[src/rtl/bitmap_scan_if.sv]
// Handshake bundle for the bitmap scan encoder:
// a bitmap input stream and an index output stream.
interface bitmap_scan_if #(
   parameter int NUMW = 4,
   parameter int BITW = 2**NUMW
);
   logic            in_vld;
   logic            in_rdy;
   logic [BITW-1:0] in_bitmap;
   logic            out_vld;
   logic            out_rdy;
   logic [NUMW-1:0] out_number;
   logic            out_last;
   logic [NUMW:0]   out_cnt;
   logic            nul_pls;

   modport master (
      output in_vld, in_bitmap, out_rdy,
      input  in_rdy, out_vld, out_number,
      input  out_last, out_cnt, nul_pls
   );

   modport slave (
      input  in_vld, in_bitmap, out_rdy,
      output in_rdy, out_vld, out_number,
      output out_last, out_cnt, nul_pls
   );
endinterface

[src/rtl/bitmap_scan_encoder.sv]
// Accepts a bitmap and streams out the index of each set bit,
// highest-first or lowest-first depending on MSB_FIRST.
module bitmap_scan_encoder #(
   parameter int NUMW      = 4,
   parameter int BITW      = 2**NUMW,
   parameter bit MSB_FIRST = 1'b1
) (
   input logic          clk,
   input logic          rst,
   input logic          ena,
   bitmap_scan_if.slave bus
);
   typedef enum logic {IDLE, SCAN} state_e;

   localparam logic [BITW-1:0] ONE = BITW'(1);

   state_e          state_q, state_d;
   logic [BITW-1:0] pend_q, pend_d;
   logic [NUMW-1:0] num_q, num_d;
   logic            last_q, last_d;
   logic [NUMW:0]   cnt_q, cnt_d;
   logic            nul_q, nul_d;
   logic            in_rdy_c, out_vld_c;
   logic            in_xfer, out_xfer;
   logic [BITW-1:0] rem;
   logic [NUMW:0]   in_pop;

   function automatic logic [NUMW-1:0] prio(
      input logic [BITW-1:0] v
   );
      logic [NUMW-1:0] r;
      r = '0;
      // Later matches overwrite earlier ones, so the walk
      // direction selects which end of the bitmap wins.
      if (MSB_FIRST) begin
         for (int i = 0; i < BITW; i++)
            if (v[i]) r = NUMW'(i);
      end else begin
         for (int i = BITW-1; i >= 0; i--)
            if (v[i]) r = NUMW'(i);
      end
      return r;
   endfunction

   function automatic logic [NUMW:0] popcnt(
      input logic [BITW-1:0] v
   );
      logic [NUMW:0] c;
      c = '0;
      for (int i = 0; i < BITW; i++)
         c = c + (NUMW+1)'(v[i]);
      return c;
   endfunction

   always_ff @(posedge clk or posedge rst) begin
      if (rst) state_q <= IDLE;
      else     state_q <= state_d;
   end

   always_comb begin
      state_d = state_q;
      unique case (state_q)
         IDLE: if (in_xfer && (|bus.in_bitmap)) state_d = SCAN;
         SCAN: if (out_xfer && last_q)          state_d = IDLE;
         default: state_d = IDLE;
      endcase
   end

   always_comb begin
      in_rdy_c  = ena && (state_q == IDLE);
      out_vld_c = ena && (state_q == SCAN);
   end

   assign in_xfer  = bus.in_vld & in_rdy_c;
   assign out_xfer = out_vld_c & bus.out_rdy;
   assign in_pop   = popcnt(bus.in_bitmap);

   always_comb begin
      pend_d = pend_q;
      num_d  = num_q;
      last_d = last_q;
      cnt_d  = cnt_q;
      nul_d  = 1'b0;
      rem    = pend_q & ~(ONE << num_q);
      if (in_xfer) begin
         if (|bus.in_bitmap) begin
            pend_d = bus.in_bitmap;
            cnt_d  = in_pop;
            num_d  = prio(bus.in_bitmap);
            last_d = (in_pop == (NUMW+1)'(1));
         end else begin
            nul_d = 1'b1;
         end
      end else if (out_xfer) begin
         if (last_q) begin
            pend_d = '0;
            num_d  = '0;
            last_d = 1'b0;
            cnt_d  = '0;
         end else begin
            pend_d = rem;
            cnt_d  = cnt_q - (NUMW+1)'(1);
            num_d  = prio(rem);
            last_d = (cnt_q == (NUMW+1)'(2));
         end
      end
   end

   always_ff @(posedge clk or posedge rst) begin
      if (rst) begin
         pend_q <= '0;
         num_q  <= '0;
         last_q <= 1'b0;
         cnt_q  <= '0;
         nul_q  <= 1'b0;
      end else begin
         pend_q <= pend_d;
         num_q  <= num_d;
         last_q <= last_d;
         cnt_q  <= cnt_d;
         nul_q  <= nul_d;
      end
   end

   assign bus.in_rdy     = in_rdy_c;
   assign bus.out_vld    = out_vld_c;
   assign bus.out_number = num_q;
   assign bus.out_last   = last_q;
   assign bus.out_cnt    = cnt_q;
   assign bus.nul_pls    = nul_q;
endmodule
[src/flat_wrapper.sv]
// flat-port wrapper written by rule: the top's interface ports become plain ports
module bitmap_scan_encoder_flat 
#(
   parameter int NUMW      = 4,
   parameter int BITW      = 2**NUMW,
   parameter bit MSB_FIRST = 1'b1
)
  (clk, rst, ena, bus_in_vld, bus_in_bitmap, bus_out_rdy, bus_in_rdy, bus_out_vld, bus_out_number, bus_out_last, bus_out_cnt, bus_nul_pls);
  bitmap_scan_if #(.NUMW(NUMW), .BITW(BITW)) bus_i ();
  input logic clk;
  input logic rst;
  input logic ena;
  input wire logic [$bits(bus_i.in_vld)-1:0] bus_in_vld;
  input wire logic [$bits(bus_i.in_bitmap)-1:0] bus_in_bitmap;
  input wire logic [$bits(bus_i.out_rdy)-1:0] bus_out_rdy;
  output wire logic [$bits(bus_i.in_rdy)-1:0] bus_in_rdy;
  output wire logic [$bits(bus_i.out_vld)-1:0] bus_out_vld;
  output wire logic [$bits(bus_i.out_number)-1:0] bus_out_number;
  output wire logic [$bits(bus_i.out_last)-1:0] bus_out_last;
  output wire logic [$bits(bus_i.out_cnt)-1:0] bus_out_cnt;
  output wire logic [$bits(bus_i.nul_pls)-1:0] bus_nul_pls;
  assign bus_i.in_vld = bus_in_vld;
  assign bus_i.in_bitmap = bus_in_bitmap;
  assign bus_i.out_rdy = bus_out_rdy;
  assign bus_in_rdy = bus_i.in_rdy;
  assign bus_out_vld = bus_i.out_vld;
  assign bus_out_number = bus_i.out_number;
  assign bus_out_last = bus_i.out_last;
  assign bus_out_cnt = bus_i.out_cnt;
  assign bus_nul_pls = bus_i.nul_pls;
  bitmap_scan_encoder #(.NUMW(NUMW), .BITW(BITW), .MSB_FIRST(MSB_FIRST)) u_core (.clk(clk), .rst(rst), .ena(ena), .bus(bus_i));
endmodule
[config.mk]
export PLATFORM = sky130hd
export DESIGN_NAME = bitmap_scan_encoder_flat
export DESIGN_NICKNAME = d
export VERILOG_FILES = /design/src/rtl/bitmap_scan_if.sv /design/src/rtl/bitmap_scan_encoder.sv /design/src/flat_wrapper.sv
export SDC_FILE = /design/constraint.sdc
export NUM_CORES = 1
export LEC_CHECK = 0
export CORE_ASPECT_RATIO = 0.6
export CORE_UTILIZATION = 50
export CTS_CLUSTER_DIAMETER = 150
export DETAILED_ROUTE_END_ITERATION = 7
export DONT_BUFFER_PORTS = 1
export REMOVE_ABC_BUFFERS = 1
export SLEW_MARGIN = 10
export SYNTH_ARGS = -nofsm -noshare
export SYNTH_HDL_FRONTEND = slang
export SYNTH_SLANG_ARGS = --single-unit
[constraint.sdc]
create_clock -name clk -period 3.86 [get_ports clk]
set_clock_uncertainty 0.2 [all_clocks]
set_input_delay 0.772 -clock clk [delete_from_list [all_inputs] [get_ports clk]]
set_output_delay 0.772 -clock clk [all_outputs]
set_load 0.01 [all_outputs]
==> results of run 1 <==
-- state kept, by name, indices dropped and copies added, names as in the netlist --
name and cells:
u_core.pend_q 15, u_core.bus.nul_pls 1, u_core.state_q 1, u_core.bus.out_number 4
u_core.bus.out_cnt 5, u_core.bus.out_last 1
-- repair_timing --
| action | in CTS | in global routing |
|---|---|---|
| pin swaps | 7 | 7 |
| endpoints found under the setup margin | 6 | 6 |
| buffers inserted | 0 | 1 |
| resized for setup | 18 | 4 |
-- metrics by stage --
step                hold WS [ns]  TNS [ns]  power, uW  cell area, sq um
finish                     0.278     -2.02       2070              2640
floorplan                  0.270     -3.41       1420              2300
global route               0.339     -2.48       2250              2640
CTS                        0.358     -1.98       2010              2610
detailed placement         0.336     -4.68       1790              2510
global placement           0.327     -4.22       1790              2510
-- layout make-up --
cell class | instances | area [sq um] | share of cell area, %
Clock buffer | 3 | 41.3 | 1.56
Clock inverter | 1 | 7.51 | 0.284
Inverter | 32 | 138 | 5.21
Multi-Input combinational cell | 204 | 1560 | 59.0
Sequential cell | 27 | 676 | 25.6
Tap cell | 63 | 78.8 | 2.98
Timing Repair Buffer | 19 | 143 | 5.40
-- cells in the final DEF, fill, tap and decap left out, types with 4 or more instances in the layout --
master	n
a221oi_1	4
dfrtp_1	27
nand3_1	4
fa_1	7
nand2_1	18
a21oi_2	4
nor2_1	23
ha_1	8
o22ai_1	10
o21ai_1	4
inv_1	28
nand2b_1	6
o21a_1	5
nor3_1	6
o211ai_1	4
a21oi_1	13
buf_4	19
o21ai_0	17
-- worst max path at each step --
stage                           from               endpoint
global route        bus_in_bitmap[1]  u_core.bus.out_cnt[4]
floorplan           bus_in_bitmap[0]    u_core.bus.out_last
CTS                 bus_in_bitmap[1]  u_core.bus.out_cnt[3]
global placement    bus_in_bitmap[1]    u_core.bus.out_last
finish              bus_in_bitmap[1]  u_core.bus.out_cnt[4]
detailed placement  bus_in_bitmap[1]    u_core.bus.out_last
-- metal layers --
layer | wire length (um) | GRT usage [%] | up-vias
li1 | - | - | 1024
met1 | 3440 | 48.0 | 1003
met2 | 2650 | 38.2 | 118
met3 | 758 | 6.15 | 4
met4 | 46 | 5.36 | 0
met5 | 0 | 0 | -
-- worst max-delay path: stages --
cell,delay (ns)
inv_12,0.02
ha_4,0.24
inv_2,0.03
fa_1,0.47
fa_2,0.56
fa_1,0.43
fa_1,0.46
fa_2,0.38
fa_2,0.41
nor2b_1,0.16
o211ai_1,0.15
o41ai_2,0.09
a22o_1,0.18
-- logic make-up after synthesis --
kind of cell | share of synthesized area, %
buffers and inverters | 10.0
XOR/XNOR | 0.724
adder cells (fa/ha/maj) | 12.9
AND/OR/NAND/NOR | 20.5
multiplexers | 1.40
flip-flops | 27.9
AO/OA/AOI/OAI | 26.5
-- power by group through the flow --
| stage | Clock (uW) | Sequential, uW | Combinational, uW |
|---|---|---|---|
| 6_report | 173 | 688 | 1210 |
| 5_1_grt | 188 | 721 | 1340 |
| 4_1_cts | 179 | 682 | 1150 |
| 3_5_place_dp | 0 | 688 | 1100 |
| 3_3_place_gp | 0 | 686 | 1100 |
| 2_1_floorplan | 0 | 607 | 818 |
==> impl_metrics.csv, run 1 <==
group,metric,value,unit
placed_design,pre_cts_ws,-0.917,ns
synthesis,netlist_top_cells_count,"32 x inv_1, 27 x dfrtp_1, 24 x nor2_1",
synthesis,async_flop_share,100,%
pwr,p_leak,0.00111,uW
global_routing,antenna_found_initial,0,
cells_and_area,area_delta_synth_final,9.26,%
sta,relSlewSlack,30.4,%
routing,vias,2149,
global_routing,track_usage,29.1,%
clock_tree,cts_root_buf,"clkbuf_8",
synthesis,synth_seq_cells,27,
clock_tree,clkSinkCount,27,
routing,wl,6890,um
critical_path,reg2reg_to,"u_core.bus.out_number[0]",
synthesis,ys_seq_area_share,27.9,%
routing,routed_via_density,6.16,
critical_path,r2r-start,"u_core.bus.out_number[0]",
synthesis,syn-instance-count,279,
synthesis,synth_area_leaders,"dfrtp_1 28%, fa_1 8.3%, inv_1 5.0%, ha_1 4.7%, o21ai_0 3.7%",
pwr,power_per_cell_area,784,mW/mm^2
critical_path,reg2reg_depth,6,
cells_and_area,nNetsFinal,327,
sta,finalSetupViolCount,6,
pwr,p_seq_share,33.2,%
sta,min_period,4.32,ns
synthesis,yosysTopAreaCell,"dfrtp_1",
floorplanning,dieArea,0.00513,sq mm
sta,rsz0062_at_grt,"true",
critical_path,cp_max_fo,3,
routing,routedWlPerCell,19.7,um
global_routing,grt_pass1_wl,11300,um
critical_path,cp-start-kind,"input pin",
floorplanning,pin_count,34,
routing,dr.pass1.iters,5,
synthesis,synth_top_area_share,27.9,%
pwr,swShare,49.3,%
pwr,power_frac_comb,58.4,%
synthesis,synth_warnings,0,
routing,first_iter_violations,183,
clock_tree,cts_buffers,3,
sta,tightestPinTransition,1.04,ns
placed_design,dpl.cell_count,344,
clock_tree,clk_latency,0.29,ns
synthesis,syn_avg_cell_area,8.67,sq um
pwr,clkPwrFrac,8.4,%
run,maxCapViolCount,0,
clock_tree,clk_pin_slew,0.11,ns
sta,max_freq,231,MHz
critical_path,rrSetupSlack,1.26,ns
worst_hold_path,hold_class,"input pin to asynchronous set/reset pin",
clock_tree,cts_hold_buf,0,
clock_tree,cts_tree,"built",
floorplanning,start_util,52.4,%
critical_path,timing.setup.critical_path_class,"input pin to register",
global_routing,grt_overflow,0,
routing,drcViolationCount,0,
outcome,violations,"setup timing",
global_routing,grt_max_degree,28,
floorplanning,core,0.00461,sq mm
critical_path,arrival,4.36,ns
clock_tree,htreeDepth,1,
floorplanning,die_w,91.8,um
pwr,ir_worst_vdd,0.346,mV
critical_path,cp.required,3.90,ns
cells_and_area,post-route-util,57.3,%
sta,hold_violations,0,
pwr,p_int,1050,uW
global_routing,grt_pass1_vias,2063,
critical_path,crit_path_end_kind,"register",
synthesis,synth_cell_type_count,61,
synthesis,netlist_area,0.00242,sq mm
floorplanning,chipHeight,55.9,um
synthesis,ys.flop_type,"dfrtp_1",
placed_design,io_buffers,0,
cells_and_area,layout-drive-gt1-share,17.5,%
outcome,status,"finished, violations left",
clock_tree,ctsLongestPathBuffers,2,
placed_design,dp_hpwl,5190,um
synthesis,yosysMostFrequentCell,"inv_1",
cells_and_area,n_antenna_cell,0,
floorplanning,fp-row-count,19,
routing,ant_nets,0,
cells_and_area,fin_cells,349,
synthesis,synth_edf_count,0,
pwr,switchingPower,1020,uW
cells_and_area,fill_cells,425,
sta,period_share,112,%
sta,final_max_slew_viol_count,0,
placed_design,routabilityCongestion,0.844,
sta,layout_setup_ws,-0.460,ns
No activity file was read; power rests on OpenSTA's default activity.
==> inputs of run 2 (changes only) <==
- DONT_BUFFER_PORTS: 1 -> not set
- PLACE_DENSITY: not set -> 0.74
==> run 2 against run 1 <==
Net effect:
- cell count up 14%
- the flow still finishes with violations (setup timing)
- via count up 16%
- total power up 8.5%
- critical path depth down 1
- cell area up 17%
- largest power group unchanged
- count of clock-buffer cells in the layout unchanged
- sequential cell count unchanged
- clock power up 2%
- fmax down 1.4%
- setup slack worse by 0.064 ns
- largest cell class unchanged
- worst hold slack better by 0.085 ns
- utilization up 10 points
==> impl_metrics.csv, run 2 (synthesis results as in run 1) <==
group,metric,value,unit
cells_and_area,area_delta_synth_final,28.2,%
clock_tree,ctsLongestPathBuffers,2,
pwr,power_per_cell_area,725,mW/mm^2
critical_path,arrival,4.39,ns
pwr,swShare,48.0,%
placed_design,placed_cell_area,0.00295,sq mm
routing,first_iter_violations,282,
critical_path,rrSetupSlack,1.36,ns
routing,drcViolationCount,0,
cells_and_area,n_antenna_cell,0,
global_routing,grt_pass1_wl,11900,um
critical_path,timing.setup.critical_path_class,"input pin to register",
cells_and_area,largest_reg_flops,15,
clock_tree,cts_buffers,3,
routing,routed_via_density,6.23,
placed_design,routabilityCongestion,0.905,
critical_path,crit_path_end_kind,"register",
pwr,switchingPower,1080,uW
sta,period_share,114,%
placed_design,dpl.cell_count,391,
placed_design,dp_hpwl,5490,um
pwr,p_leak,0.00133,uW
floorplanning,dieArea,0.00513,sq mm
floorplanning,start_util,52.4,%
cells_and_area,largest-register,"u_core.pend_q",
routing,dr.pass1.iters,5,
clock_tree,clkSinkCount,27,
clock_tree,cts_root_buf,"clkbuf_8",
clock_tree,clk_latency,0.29,ns
floorplanning,pin_count,34,
cells_and_area,layout-drive-gt1-share,22.6,%
sta,min_period,4.38,ns
cells_and_area,nNetsFinal,377,
routing,vias,2487,
sta,hold_violations,0,
floorplanning,die_w,91.8,um
routing,wl,7390,um
placed_design,io_buffers,33,
pwr,p_int,1170,uW
global_routing,track_usage,30.0,%
run,maxCapViolCount,0,
outcome,violations,"setup timing",
sta,final_max_slew_viol_count,0,
critical_path,cp_max_fo,3,
cells_and_area,fin_area,0.00310,sq mm
critical_path,cp-start-kind,"input pin",
global_routing,antenna_found_initial,0,
cells_and_area,post-route-util,67.3,%
critical_path,cp.required,3.87,ns
floorplanning,fp-row-count,19,
global_routing,grt_overflow,0,
sta,layout_setup_ws,-0.524,ns
sta,rsz0062_at_grt,"true",
sta,tightestPinTransition,1.07,ns
sta,max_freq,228,MHz
outcome,status,"finished, violations left",
routing,routedWlPerCell,18.5,um
sta,relSlewSlack,28.3,%
floorplanning,core,0.00461,sq mm
cells_and_area,fin_cells,399,
global_routing,grt_pass1_vias,2277,
clock_tree,clk_pin_slew,0.11,ns
clock_tree,htreeDepth,1,
clock_tree,cts_tree,"built",
global_routing,grt_max_degree,28,
pwr,p_seq_share,29.6,%
worst_hold_path,hold_class,"register to register",
floorplanning,chipHeight,55.9,um
pwr,total_power,2250,uW
pwr,power_frac_comb,62.5,%
cells_and_area,final_common_cell,"buf_4",
cells_and_area,final_cell_mix,"36 x buf_4, 27 x dfrtp_1, 26 x clkdlybuf4s50_1",
routing,ant_nets,0,
clock_tree,cts_hold_buf,0,
pwr,ir_worst_vdd,0.308,mV
sta,finalSetupViolCount,6,
pwr,clkPwrFrac,7.9,%
==> run 2: repair_timing <==
item                       4_1_cts  5_1_grt
setup endpoints to repair        6        6
resized for setup               40        4
buffers inserted                 1        3
pin swaps                       22       10
==> run 2: per-layer routing <==
layer / vias to the layer above / global-route usage [%] / part of all wire [%]
met1: 1185 / 49.1 / 47
met4: 0 / 2.23 / 1.4
met3: 19 / 5.87 / 11
met2: 166 / 42.1 / 40
met5: - / 0 / 0
li1: 1117 / - / -
==> run 2: power groups by stage <==
stage	combinational, uW	clock [uW]	sequential (uW)
final	1410	177	665
after global routing	1540	183	688
after CTS	1330	176	649
after detailed placement	1260	0	655
after global placement	1230	0	655
after floorplan	818	0	607
==> run 2: final timing paths <==
kind / cells past startpoint / end / startpoint
worst max-delay path: 12 / u_core.bus.out_last / bus_in_bitmap[10]
worst min-delay path: 2 / u_core.state_q / u_core.state_q
worst max register to register: 6 / u_core.bus.out_number[1] / u_core.bus.out_number[0]
worst min register to register: 2 / u_core.state_q / u_core.state_q
max in group asynchronous: 2 / u_core.pend_q[7] / rst
min in group asynchronous: 2 / u_core.bus.out_cnt[3] / rst
==> run 2: critical path: stages <==
cell,delay (ns)
clkdlybuf4s15_2,0.23
inv_1,0.08
fa_1,0.57
fa_2,0.45
fa_2,0.54
fa_1,0.43
fa_2,0.37
fa_2,0.39
xnor2_2,0.16
o22ai_1,0.13
nand4_1,0.10
a31oi_1,0.17
==> run 2: area by class of cell <==
| class | instances | area, sq um |
|---|---|---|
| Sequential cell | 27 | 676 |
| Tap cell | 63 | 78.8 |
| Multi-Input combinational cell | 204 | 1560 |
| Fill cell | 375 | 1510 |
| Inverter | 32 | 128 |
| Timing Repair Buffer | 69 | 607 |
| Clock inverter | 1 | 7.51 |
| Clock buffer | 3 | 41.3 |
==> run 2: through the flow <==
stage | hold WS, ns | setup TNS [ns] | setup slack [ns]
2_1_floorplan | 0.270 | -3.41 | -0.736
3_3_place_gp | 0.323 | -6.90 | -1.30
3_5_place_dp | 0.331 | -7.56 | -1.42
4_1_cts | 0.356 | -2.97 | -0.638
5_1_grt | 0.374 | -2.97 | -0.639
6_report | 0.363 | -2.38 | -0.524
==> RTL edit (flow settings as in run 2) <==
`NUMW` is set to 4 in 3 places; all go to 3.
--- a/src/rtl/bitmap_scan_if.sv
+++ b/src/rtl/bitmap_scan_if.sv
@@ -3,3 +3,3 @@
 interface bitmap_scan_if #(
-   parameter int NUMW = 4,
+   parameter int NUMW = 3,
    parameter int BITW = 2**NUMW
--- a/src/rtl/bitmap_scan_encoder.sv
+++ b/src/rtl/bitmap_scan_encoder.sv
@@ -3,3 +3,3 @@
 module bitmap_scan_encoder #(
-   parameter int NUMW      = 4,
+   parameter int NUMW      = 3,
    parameter int BITW      = 2**NUMW,
--- a/src/flat_wrapper.sv
+++ b/src/flat_wrapper.sv
@@ -3,3 +3,3 @@
 #(
-   parameter int NUMW      = 4,
+   parameter int NUMW      = 3,
    parameter int BITW      = 2**NUMW,
Interface: changed (resized bus_in_bitmap, bus_out_cnt and bus_out_number); port bits go from 34 to 24. No check against the original RTL was run, so the function may have changed too.
==> RTL edit against run 2 <==
- worst hold slack worse by 0.043 ns
- sequential cell count down 10
- worst setup slack better by 0.65 ns
- via count down 50%
- highest routed layer unchanged
- non-clock buffer count down 34
- wire length down 53%
- core utilization up 5.8 points
- first-iteration DRC count down 55%
- global-route usage down 2.1 points
- synthesized area down 46%
- design area down 46%
- total power down 53%
==> RTL edit: results (changes against run 2) <==
outcome: "finished clean"
leakage_nw: 0.767  # -42%
vias: 1251  # -50%
pre_cts_ws_ns: -0.425  # +0.992 ns
synth-xor-area-share_pct: 0.670  # -0.054 points
holdWs_ns: 0.320  # -0.0432 ns
dr.pass1.iters: 4  # -1
yosysWarnings: 0  # unchanged
gp_congestion: 0.850  # -6.1%
fin_nets: 209  # -45%
wl_per_cell_um: 16.2  # -13%
synthMuxAreaShare_pct: 2.78  # +1.4 points
crit_fanout: 2  # -1
yosysUniqueCellTypes: 44  # -28%
ir_worst_vdd_mv: 0.264  # -15%
crit_slowest_cell: "fa_1"
slowest_delay_ns: 0.55  # -0.02 ns
drive_gt1_share_pct: 14.6  # -8.0 points
dp_hpwl_um: 2680  # -51%
antenna_found_initial: 0  # unchanged
synth-adder-area-share_pct: 11.9  # -1.1 points
grt_first_pass_wirelength_um: 5660  # -52%
ys_seq_area_share_pct: 32.5  # +4.6 points
track_usage_pct: 27.9  # -2.1 points
htreeDepth: 1  # unchanged
postCtsSetupBuffers: 1  # unchanged
port_buffers: 23  # -30%
grt_start_max_net_pins: 18  # -36%
min_path_type: "reg2reg"
clk_pin_slew_worst_paths_ns: 0.07  # -0.04 ns
cts-resized-gates: 6  # -85%
insertion_delay_ns: 0.26  # -0.03 ns
tightestPinTransition_ns: 0.675  # -0.395 ns
netlist_top_cells_count: "nor2_1 (19), dfrtp_1 (17), inv_1 (17)"
synthTopCellsByArea: "dfrtp_1 (33%), fa_1 (6.1%), ha_1 (5.7%), nor2_1 (5.5%), o21ai_0 (5.4%)"
grt_pass1_vias: 1060  # -53%
largest_register_ffs: 7  # -8
synth_compound_area_share_pct: 25.6  # -0.94 points
n_fill_cell: 189  # -50%
dr.first_iter.drc_count: 128  # -55%
## RTL edit: routing by layer
layer / up-vias / wire (µm) / track usage (%)
met5: - / 0 / 0
met4: 0 / 13 / 3.75
met3: 2 / 337 / 8.52
met2: 54 / 1440 / 36.1
met1: 585 / 1690 / 45.3
li1: 610 / - / -
## RTL edit: path summary, 6_finish.rpt
kind	slack, ns	start	to	cells past startpoint
max	0.12	bus_in_bitmap[1]	u_core.bus.out_last$_DFFE_PP0P_	11
min	0.32	u_core.pend_q[6]$_DFFE_PP0P_	u_core.pend_q[6]$_DFFE_PP0P_	2
max reg2reg	1.78	u_core.state_q$_DFF_PP0_	u_core.pend_q[1]$_DFFE_PP0P_	6
max in group asynchronous	2.32	rst	u_core.bus.out_cnt[1]$_DFFE_PP0P_	2
min in group asynchronous	0.72	rst	u_core.state_q$_DFF_PP0_	2
min reg2reg	0.32	u_core.pend_q[6]$_DFFE_PP0P_	u_core.pend_q[6]$_DFFE_PP0P_	2
## RTL edit: metrics by stage
step           instances  area, µm²  util [%]
2_1_floorplan        146       1270         -
3_3_place_gp         210       1620      70.3
3_5_place_dp         210       1620      70.3
4_1_cts              215       1690      73.0
5_1_grt              215       1690      73.0
6_report             215       1690      73.0
## RTL edit: power by group
part	internal, W	leakage (nW)	switching [W]	total, W
clock	0.0000717	0.0255	0.0000641	0.000136
combinational	0.000290	0.535	0.000284	0.000574
sequential	0.000249	0.206	0.000105	0.000354
total	0.000611	0.767	0.000452	0.00106
## RTL edit: cell type report
class                   count  area [µm²]  area share [%]
clock buffers               3        41.3            2.45
clock inverters             1        5.00           0.297
inverters                  17        63.8            3.78
multi-input cells         112         796            47.2
flip-flops and latches     17         425            25.2
well taps                  30        37.5            2.23
repair buffers             35         318            18.8
